$ cat src/rtl/ecc_177_err_monitor_pkg.sv
// Shared definitions for the ECC error monitor: default widths, error-type
// encoding, capture FSM states and the event classification helper.
package ecc_177_err_monitor_pkg;

    localparam int DEF_DATA_WIDTH = 177;
    localparam int DEF_ADDR_WIDTH = 8;
    localparam int DEF_CNT_WIDTH  = 8;

    // Bit positions inside the {fault,dbit,sbit} flag vectors
    localparam int FLAG_SBIT  = 0;
    localparam int FLAG_DBIT  = 1;
    localparam int FLAG_FAULT = 2;

    typedef enum logic [1:0] {
        ERR_NONE  = 2'b00,
        ERR_SBIT  = 2'b01,
        ERR_DBIT  = 2'b10,
        ERR_FAULT = 2'b11
    } err_type_e;

    typedef enum logic [1:0] {
        ST_IDLE   = 2'b00,
        ST_LOGGED = 2'b01,
        ST_OVF    = 2'b10
    } cap_state_e;

    // Highest-severity type present in a qualified {fault,dbit,sbit} vector
    function automatic err_type_e classify(input logic [2:0] flags);
        err_type_e t;
        t = ERR_NONE;
        if (flags[FLAG_FAULT])     t = ERR_FAULT;
        else if (flags[FLAG_DBIT]) t = ERR_DBIT;
        else if (flags[FLAG_SBIT]) t = ERR_SBIT;
        return t;
    endfunction

endpackage

$ cat src/rtl/ecc_sat_cnt.sv
// Saturating event counter; a clear in the same cycle as an increment
// restarts the count at one so that cycle's event is not lost.
module ecc_sat_cnt #(
    parameter int CNT_WIDTH = 8
) (
    input  logic                 clk,
    input  logic                 rst_n,
    input  logic                 inc,
    input  logic                 clr,
    output logic [CNT_WIDTH-1:0] cnt
);

    localparam logic [CNT_WIDTH-1:0] CNT_MAX = '1;

    // NOTE: sequential state uses non-blocking assignments only, so every
    // flop samples pre-edge values regardless of block ordering.
    always_ff @(posedge clk or negedge rst_n) begin
        if (!rst_n) begin
            cnt <= '0;
        end else if (clr) begin
            cnt <= inc ? CNT_WIDTH'(1) : '0;
        end else if (inc && (cnt != CNT_MAX)) begin
            cnt <= cnt + 1'b1;
        end
    end

endmodule

$ cat src/rtl/ecc_177_err_monitor.sv
// Monitors the ECC checker result stream: registers the data path, counts
// error events, captures the first error and raises a maskable interrupt.
module ecc_177_err_monitor
    import ecc_177_err_monitor_pkg::*;
#(
    parameter int DATA_WIDTH = DEF_DATA_WIDTH,
    parameter int ADDR_WIDTH = DEF_ADDR_WIDTH,
    parameter int CNT_WIDTH  = DEF_CNT_WIDTH
) (
    input  logic                  clk,
    input  logic                  rst_n,
    input  logic                  rd_vld,
    input  logic [ADDR_WIDTH-1:0] rd_addr,
    input  logic [DATA_WIDTH-1:0] data_in,
    input  logic                  sbit_err,
    input  logic                  dbit_err,
    input  logic                  ecc_fault,
    input  logic                  err_clr,
    input  logic [2:0]            irq_en,
    output logic                  out_vld,
    output logic [DATA_WIDTH-1:0] data_out,
    output logic                  out_poison,
    output logic [CNT_WIDTH-1:0]  sbit_cnt,
    output logic [CNT_WIDTH-1:0]  dbit_cnt,
    output logic [CNT_WIDTH-1:0]  fault_cnt,
    output logic [ADDR_WIDTH-1:0] first_err_addr,
    output logic [1:0]            first_err_type,
    output logic                  err_ovf,
    output logic [2:0]            err_sticky,
    output logic                  irq
);

    logic [2:0] ev_flags;
    logic       ev_any;
    err_type_e  ev_type;
    cap_state_e state;

    // Checker status is only meaningful alongside rd_vld
    assign ev_flags = {ecc_fault, dbit_err, sbit_err} & {3{rd_vld}};
    assign ev_any   = |ev_flags;
    assign ev_type  = classify(ev_flags);

    always_ff @(posedge clk or negedge rst_n) begin
        if (!rst_n) begin
            out_vld    <= 1'b0;
            data_out   <= '0;
            out_poison <= 1'b0;
        end else begin
            out_vld    <= rd_vld;
            out_poison <= ev_flags[FLAG_DBIT] | ev_flags[FLAG_FAULT];
            if (rd_vld) begin
                data_out <= data_in;
            end
        end
    end

    ecc_sat_cnt #(.CNT_WIDTH(CNT_WIDTH)) u_sbit_cnt (
        .clk   (clk),
        .rst_n (rst_n),
        .inc   (ev_flags[FLAG_SBIT]),
        .clr   (err_clr),
        .cnt   (sbit_cnt)
    );

    ecc_sat_cnt #(.CNT_WIDTH(CNT_WIDTH)) u_dbit_cnt (
        .clk   (clk),
        .rst_n (rst_n),
        .inc   (ev_flags[FLAG_DBIT]),
        .clr   (err_clr),
        .cnt   (dbit_cnt)
    );

    ecc_sat_cnt #(.CNT_WIDTH(CNT_WIDTH)) u_fault_cnt (
        .clk   (clk),
        .rst_n (rst_n),
        .inc   (ev_flags[FLAG_FAULT]),
        .clr   (err_clr),
        .cnt   (fault_cnt)
    );

    // irq looks at the already-registered sticky bits, hence one extra cycle
    always_ff @(posedge clk or negedge rst_n) begin
        if (!rst_n) begin
            err_sticky <= 3'b000;
            irq        <= 1'b0;
        end else begin
            irq        <= |(err_sticky & irq_en);
            err_sticky <= err_clr ? ev_flags : (err_sticky | ev_flags);
        end
    end

    // Capture FSM: a clear takes effect first, then the same-cycle event
    always_ff @(posedge clk or negedge rst_n) begin
        if (!rst_n) begin
            state          <= ST_IDLE;
            first_err_addr <= '0;
            first_err_type <= ERR_NONE;
            err_ovf        <= 1'b0;
        end else if (err_clr) begin
            err_ovf <= 1'b0;
            if (ev_any) begin
                state          <= ST_LOGGED;
                first_err_addr <= rd_addr;
                first_err_type <= ev_type;
            end else begin
                state          <= ST_IDLE;
                first_err_addr <= '0;
                first_err_type <= ERR_NONE;
            end
        end else if (ev_any) begin
            case (state)
                ST_IDLE: begin
                    state          <= ST_LOGGED;
                    first_err_addr <= rd_addr;
                    first_err_type <= ev_type;
                end
                ST_LOGGED: begin
                    state   <= ST_OVF;
                    err_ovf <= 1'b1;
                end
                ST_OVF: begin
                    err_ovf <= 1'b1;
                end
                default: begin
                    state          <= ST_IDLE;
                    first_err_addr <= '0;
                    first_err_type <= ERR_NONE;
                    err_ovf        <= 1'b0;
                end
            endcase
        end
    end

endmodule

$ cat config.mk
export PLATFORM = sky130hd
export DESIGN_NAME = ecc_177_err_monitor
export DESIGN_NICKNAME = d
export VERILOG_FILES = /design/src/rtl/ecc_177_err_monitor_pkg.sv /design/src/rtl/ecc_sat_cnt.sv /design/src/rtl/ecc_177_err_monitor.sv
export SDC_FILE = /design/constraint.sdc
export NUM_CORES = 1
export LEC_CHECK = 0
export CAP_MARGIN = 40
export CORE_AREA = 2 2 162 164
export CTS_CLUSTER_DIAMETER = 150
export DETAILED_ROUTE_END_ITERATION = 7
export DIE_AREA = 0 0 164 166
export PLACE_DENSITY = 0.75
export SYNTH_ARGS = -nofsm -noshare
export SYNTH_HDL_FRONTEND = slang
export SYNTH_HIERARCHICAL = 1
export SYNTH_SLANG_ARGS = --single-unit
$ cat constraint.sdc
create_clock -name clk -period 2.7 [get_ports clk]
set_input_delay 0.405 -clock clk [delete_from_list [all_inputs] [get_ports clk]]
set_output_delay 0.405 -clock clk [all_outputs]
set_load 0.01 [all_outputs]
==> qor.yml, run 1 <==
status:
  status: "completed"
floorplan:
  start_util_pct: 34.2
  core-area_um2: 25600
  die-area_um2: 27200
  die_x_um: 164
  io-pin-count: 413
  die_h_um: 166
  rows: 59
yosys:
  synth_seq_cells: 220
  netlist_area_um2: 8770
  async_flop_share_pct: 100
  synthCells: 581
  yosysSeqAreaShare_pct: 62.7
  yosysUniqueCellTypes: 42
  synth_area_per_cell_um2: 15.1
  ys.flop_type: "dfrtp_1"
  syn_nets: 782
  synth_edf_count: 0
  yosysWarningCount: 6
finish:
  fin_area_um2: 14200
  multiInputGateArea_um2: 3070
  seq_area_um2: 5510
  area_growth_syn_to_layout_pct: 61.9
  drive_gt1_share_pct: 24.3
  fillers: 2083
  final_util_pct: 55.4
  n_antenna_cell: 0
  fin_nets: 1203
critical_path:
  ff2ff_path_depth: 5
  r2r_end: "first_err_addr[7]$_DFFE_PN0P_"
  r2r-start: "state[0]$_DFFE_PN0P_"
  critPathBufInv: 1
  path_cells: "clkdlybuf4s50_1"
  slowest_stage: "clkdlybuf4s50_1"
  critPathMaxFanout: 10
  required_ns: 2.30
  worstSetupEndpointType: "primary output"
  startpoint: "u_dbit_cnt/cnt[3]$_DFFE_PN0P_"
  cpPeakStageDelay_ns: 0.61
  start_kind: "flop"
  reg2reg_setup_slack_ns: 1.00
  critical_path_cell_count: 1
  critical-path-top-delay-family: "buffers and inverters"
  critical_path_class: "reg2out"
  cp.arrival_ns: 1.64
  setup.worst_path.end: "dbit_cnt[3]"
routing:
  routed_wl_um: 24500
  vias: 6461
  antenna_left: 0
  post_drt_wl_per_cell_um: 18.1
  vias_per_cell: 4.78
  drc: 0
  drt_iter0_drc: 355
  first_pass_iters: 4
timing:
  finalCritPeriodShare_pct: 75.6
  finalSetupViolations: 0
  rsz0062_at_grt: "no"
  drv_slew: 0
  tightest_slew_ns: 0.611
  tns_ns: 0
  fin_crit_ns: 2.04
  hold_violations: 0
  max_slew_margin_pct: 59.3
  clock_skew_ns: 0.00417
  fmax_ghz: 0.490
power:
  p_per_area_nw_per_um2: 635
  p_leak_nw: 5.83
  peakVddDrop_mv: 0.497
cts:
  cts_max_path_buffers: 3
  postCtsSetupBuffers: 0
  numCtsBuffers: 24
  htree_levels: 1
  numClockSinks: 220
  clkTransAtPathRegs_ns: 0.06
  postCtsHoldBufs: 1
  insertion_delay_ns: 0.50
  cts-root-buf: "clkbuf_16"
  cts_resized: 0
  cts_tree: "done"
placed_design:
  hpwlAfterDp_um: 18300
  place.gp.congestion: 0.770
  port_buffers: 412
  place_area_um2: 13300
grt:
  globalRoute.totalOverflow: 0
  grt_pass1_vias: 6688
  grt_pass1_wl_um: 37700
  track_usage_pct: 17.5
  antenna_found_initial: 0
  grt_max_degree: 93
run:
  max-cap-violations: 0
hold_path:
  holdCritPathClass: "in2reg"
## worst min-delay path by stage
stage                     startpoint                             end  slack [ns]  cells after the start
after detailed placement       rst_n  u_fault_cnt/cnt[1]$_DFFE_PN0P_        0.42                      1
after CTS                     rd_vld               out_vld$_DFF_PN0_        0.11                      1
after global routing          rd_vld               out_vld$_DFF_PN0_        0.13                      1
after global placement         rst_n  u_fault_cnt/cnt[1]$_DFFE_PN0P_        0.42                      1
after floorplan                rst_n         data_out[0]$_DFFE_PN0P_        0.11                      0
final                         rd_vld               out_vld$_DFF_PN0_        0.15                      1
## power breakdown
part / internal (mW) / switching (mW) / total, mW / leakage, nW
Combinational: 1.05 / 0.608 / 1.65 / 2.76
Sequential: 3.60 / 0.170 / 3.77 / 2.64
Clock: 2.30 / 1.29 / 3.59 / 0.435
## metrics by stage
stage                     total power, mW  hold WS [ns]  setup WS (ns)  std cells
after floorplan                      4.38         0.109           1.01        581
after global placement               5.47         0.415          0.633       1310
after detailed placement             5.51         0.416          0.557       1310
after CTS                            9.17         0.111          0.617       1352
after global routing                 9.42         0.133          0.578       1352
final                                9.02         0.146          0.658       1352
## layout make-up
type	instances	share of cell area, %
repair buffers	423	30.0
inverters	14	0.370
clock inverters	6	0.934
flip-flops and latches	220	38.8
clock buffers	35	5.30
multi-input cells	319	21.6
well taps	335	2.95
## state kept, by name (all words and copies together) (netlist names)
name	count
err_sticky	3
data_out	177
out_poison	1
first_err_type	2
err_ovf	1
u_fault_cnt/cnt	8
u_dbit_cnt/cnt	8
state	2
first_err_addr	8
out_vld	1
u_sbit_cnt/cnt	8
irq	1
## cells in the final DEF (no fill, tap or decap), types with 8 or more instances in the layout
cell and instances:
clkbuf_16 25, a21oi_1 17, nand2_1 11, dfrtp_1 220, nand2b_1 13, inv_1 14
a22o_1 8, mux2_2 177, clkdlybuf4s50_1 410, clkbuf_8 9
## synth_stat cells (all sizes together) (4+ instances only)
cell	instances	area [um2]
a21oi	17	85.1
or3	7	48.8
o31ai	4	35.0
o21ai	6	30.0
buf	24	128
inv	14	52.6
clkbuf	4	15.0
and3	6	37.5
dfrtp	220	5510
ha	6	75.1
mux2i	6	60.1
mux2	177	1990
a22o	8	70.1
o211ai	4	30.0
nand2b	13	81.3
nand2	11	41.3
nand4	6	56.3
## cell families (layout without fill, tap and decap cells)
kind of cell | after synthesis | in the layout | share of synthesized area, %
compound gates | 67 | 67 | 6.00
fa+ha+maj | 6 | 6 | 0.856
buf+inv | 42 | 478 | 2.22
flops | 220 | 220 | 62.7
mux | 183 | 183 | 23.4
simple gates | 63 | 63 | 4.76
## routing by layer
metal | global-route usage [%] | up-vias | wire (um)
li1 | - | 2951 | -
met1 | 20.6 | 3198 | 9250
met2 | 31.2 | 279 | 12600
met3 | 5.24 | 33 | 2230
met4 | 4.27 | 0 | 434
met5 | 0 | - | 0
No activity file was read; power rests on OpenSTA's default activity.
==> run 2: changes to the inputs <==
CORE_AREA = 2 2 159 161   (was 2 2 162 164)
DIE_AREA = 0 0 161 163   (was 0 0 164 166)
PLACE_DENSITY = 0.77   (was 0.75)
clock period = 1.9 ns   (was 2.7 ns; I/O delays follow)
==> qor.yml, run 2 (synthesized netlist as in run 1, its figures left out) <==
power:
  peakVddDrop_mv: 0.718
  p_leak_nw: 5.83
  p_per_area_nw_per_um2: 886
status:
  status: "completed"
routing:
  wl_met2_um: 12800
  drc: 0
  drt_iter0_drc: 299
  post_drt_wl_per_cell_um: 18.9
  vias: 6492
  routed_wl_um: 25600
  met1Wirelength_um: 9650
  first_pass_iters: 4
  vias_per_cell: 4.78
  wl_met3_um: 2170
  top_layer: "met5"
  antenna_left: 0
critical_path:
  path_cells: "clkdlybuf4s50_1"
  worstSetupEndpointType: "primary output"
  cpPeakStageDelay_ns: 0.59
  r2r_end: "first_err_addr[3]$_DFFE_PN0P_"
  critical_path_cell_count: 1
  start_kind: "flop"
  r2r-start: "state[0]$_DFFE_PN0P_"
  critPathBufInv: 1
  critPathMaxFanout: 7
  cp.arrival_ns: 1.57
  slowest_stage: "clkdlybuf4s50_1"
  critical_path_class: "reg2out"
  reg2reg_setup_slack_ns: 0.35
  ff2ff_path_depth: 5
  required_ns: 1.62
  critical-path-top-delay-family: "buffers and inverters"
finish:
  fin_nets: 1209
  regMostFlops: "data_out"
  most-common-layout-cells: "clkdlybuf4s50_1 (410), dfrtp_1 (211), mux2_2 (177)"
  fin_area_um2: 14200
  area_growth_syn_to_layout_pct: 62.2
  seq_area_um2: 5520
  multiInputGateArea_um2: 3080
  largest_reg_flops: 177
  final_common_cell: "clkdlybuf4s50_1"
  drive_gt1_share_pct: 25.5
  fillers: 2017
grt:
  grt_pass1_wl_um: 38900
  grt_pass1_vias: 6739
  globalRoute.totalOverflow: 0
  track_usage_pct: 19.0
  antenna_found_initial: 5
  grt_max_degree: 97
cts:
  htree_levels: 1
  numClockSinks: 220
  cts_max_path_buffers: 3
  postCtsSetupBuffers: 0
  clkTransAtPathRegs_ns: 0.06
  cts_tree: "done"
  insertion_delay_ns: 0.51
  cts-root-buf: "clkbuf_16"
  numCtsBuffers: 25
floorplan:
  core-area_um2: 24700
  die_x_um: 161
  start_util_pct: 35.6
  die-area_um2: 26200
  io-pin-count: 413
  die_h_um: 163
  rows: 58
timing:
  max_slew_margin_pct: 63.0
  hold_violations: 0
  clock_skew_ns: 0.00434
  drv_slew: 0
  rsz0062_at_grt: "no"
  finalCritPeriodShare_pct: 97.6
  tightest_slew_ns: 0.556
  fmax_ghz: 0.539
  finalSetupViolations: 0
  whs_ns: 0.138
  fin_crit_ns: 1.86
placed_design:
  place_area_um2: 13300
  place.gp.congestion: 0.780
  hpwlAfterDp_um: 19000
  port_buffers: 412
hold_path:
  holdPathStages: 3
  min_to: "first_err_type[0]$_DFFE_PN0P_"
  holdCritPathClass: "in2reg"
  holdCritStartpoint: "rd_vld"
run:
  max-cap-violations: 0
## run 2: cell count changes in the layout (fill, tap and decap cells not counted), sizes merged
| cell | previous run | this run |
|---|---|---|
| buf | 12 | 17 |
| clkinvlp | 1 | 0 |
| diode | 0 | 4 |
| clkinv | 1 | 2 |
| clkbuf | 35 | 38 |
| inv | 14 | 15 |
| bufinv | 4 | 2 |
## run 2: worst max path at each step
stage / from / end / slack [ns]
3_3_place_gp: ecc_fault / u_fault_cnt/cnt[7]$_DFFE_PN0P_ / 0.0007
2_1_floorplan: rd_vld / u_sbit_cnt/cnt[5]$_DFFE_PN0P_ / 0.33
6_report: u_dbit_cnt/cnt[7]$_DFFE_PN0P_ / dbit_cnt[7] / 0.04
5_1_grt: u_sbit_cnt/cnt[0]$_DFFE_PN0P_ / sbit_cnt[0] / 0.004
3_5_place_dp: ecc_fault / first_err_addr[5]$_DFFE_PN0P_ / -0.11
4_1_cts: u_sbit_cnt/cnt[7]$_DFFE_PN0P_ / sbit_cnt[7] / 0.006
## run 2: layout make-up
type | count | share of cell area (%)
multi-input combinational | 319 | 21.6
sequential | 220 | 38.8
antenna | 4 | 0.0704
clock inverter | 5 | 0.554
tap | 330 | 2.90
inverter | 14 | 0.369
timing repair buffer | 428 | 30.3
clock buffer | 38 | 5.37
## run 2: timing repair
item / 4_1_cts / 5_1_grt
gates resized for setup: 3 / 7
hold buffers: 1 / 0
cloned: 0 / 0
hold endpoints to repair: 43 / 0
setup endpoints to repair: 3 / 8
## run 2: per-layer routing
metal / vias up / track usage, %
li1: 2973 / -
met1: 3195 / 21.4
met2: 267 / 33.1
met3: 55 / 6.54
met4: 2 / 7.67
met5: - / 0
## run 2: stage by stage
stage          power (mW)  utilization (%)  setup WS, ns  setup TNS [ns]  std cells
6_report             12.6             57.7        0.0449               0       1358
5_1_grt              13.2             57.7       0.00417               0       1358
3_5_place_dp         7.85             54.1        -0.114          -0.953       1310
2_1_floorplan        6.23                -         0.332               0        581
3_3_place_gp         7.80             54.1      0.000713               0       1310
4_1_cts              12.8             57.6       0.00647               0       1354
## run 2: power by group
| group | total (mW) | switching [mW] | internal [mW] | leakage, nW |
|---|---|---|---|---|
| Combinational | 2.37 | 0.875 | 1.50 | 2.79 |
| Clock | 4.87 | 1.85 | 3.02 | 0.418 |
| Sequential | 5.36 | 0.242 | 5.12 | 2.63 |
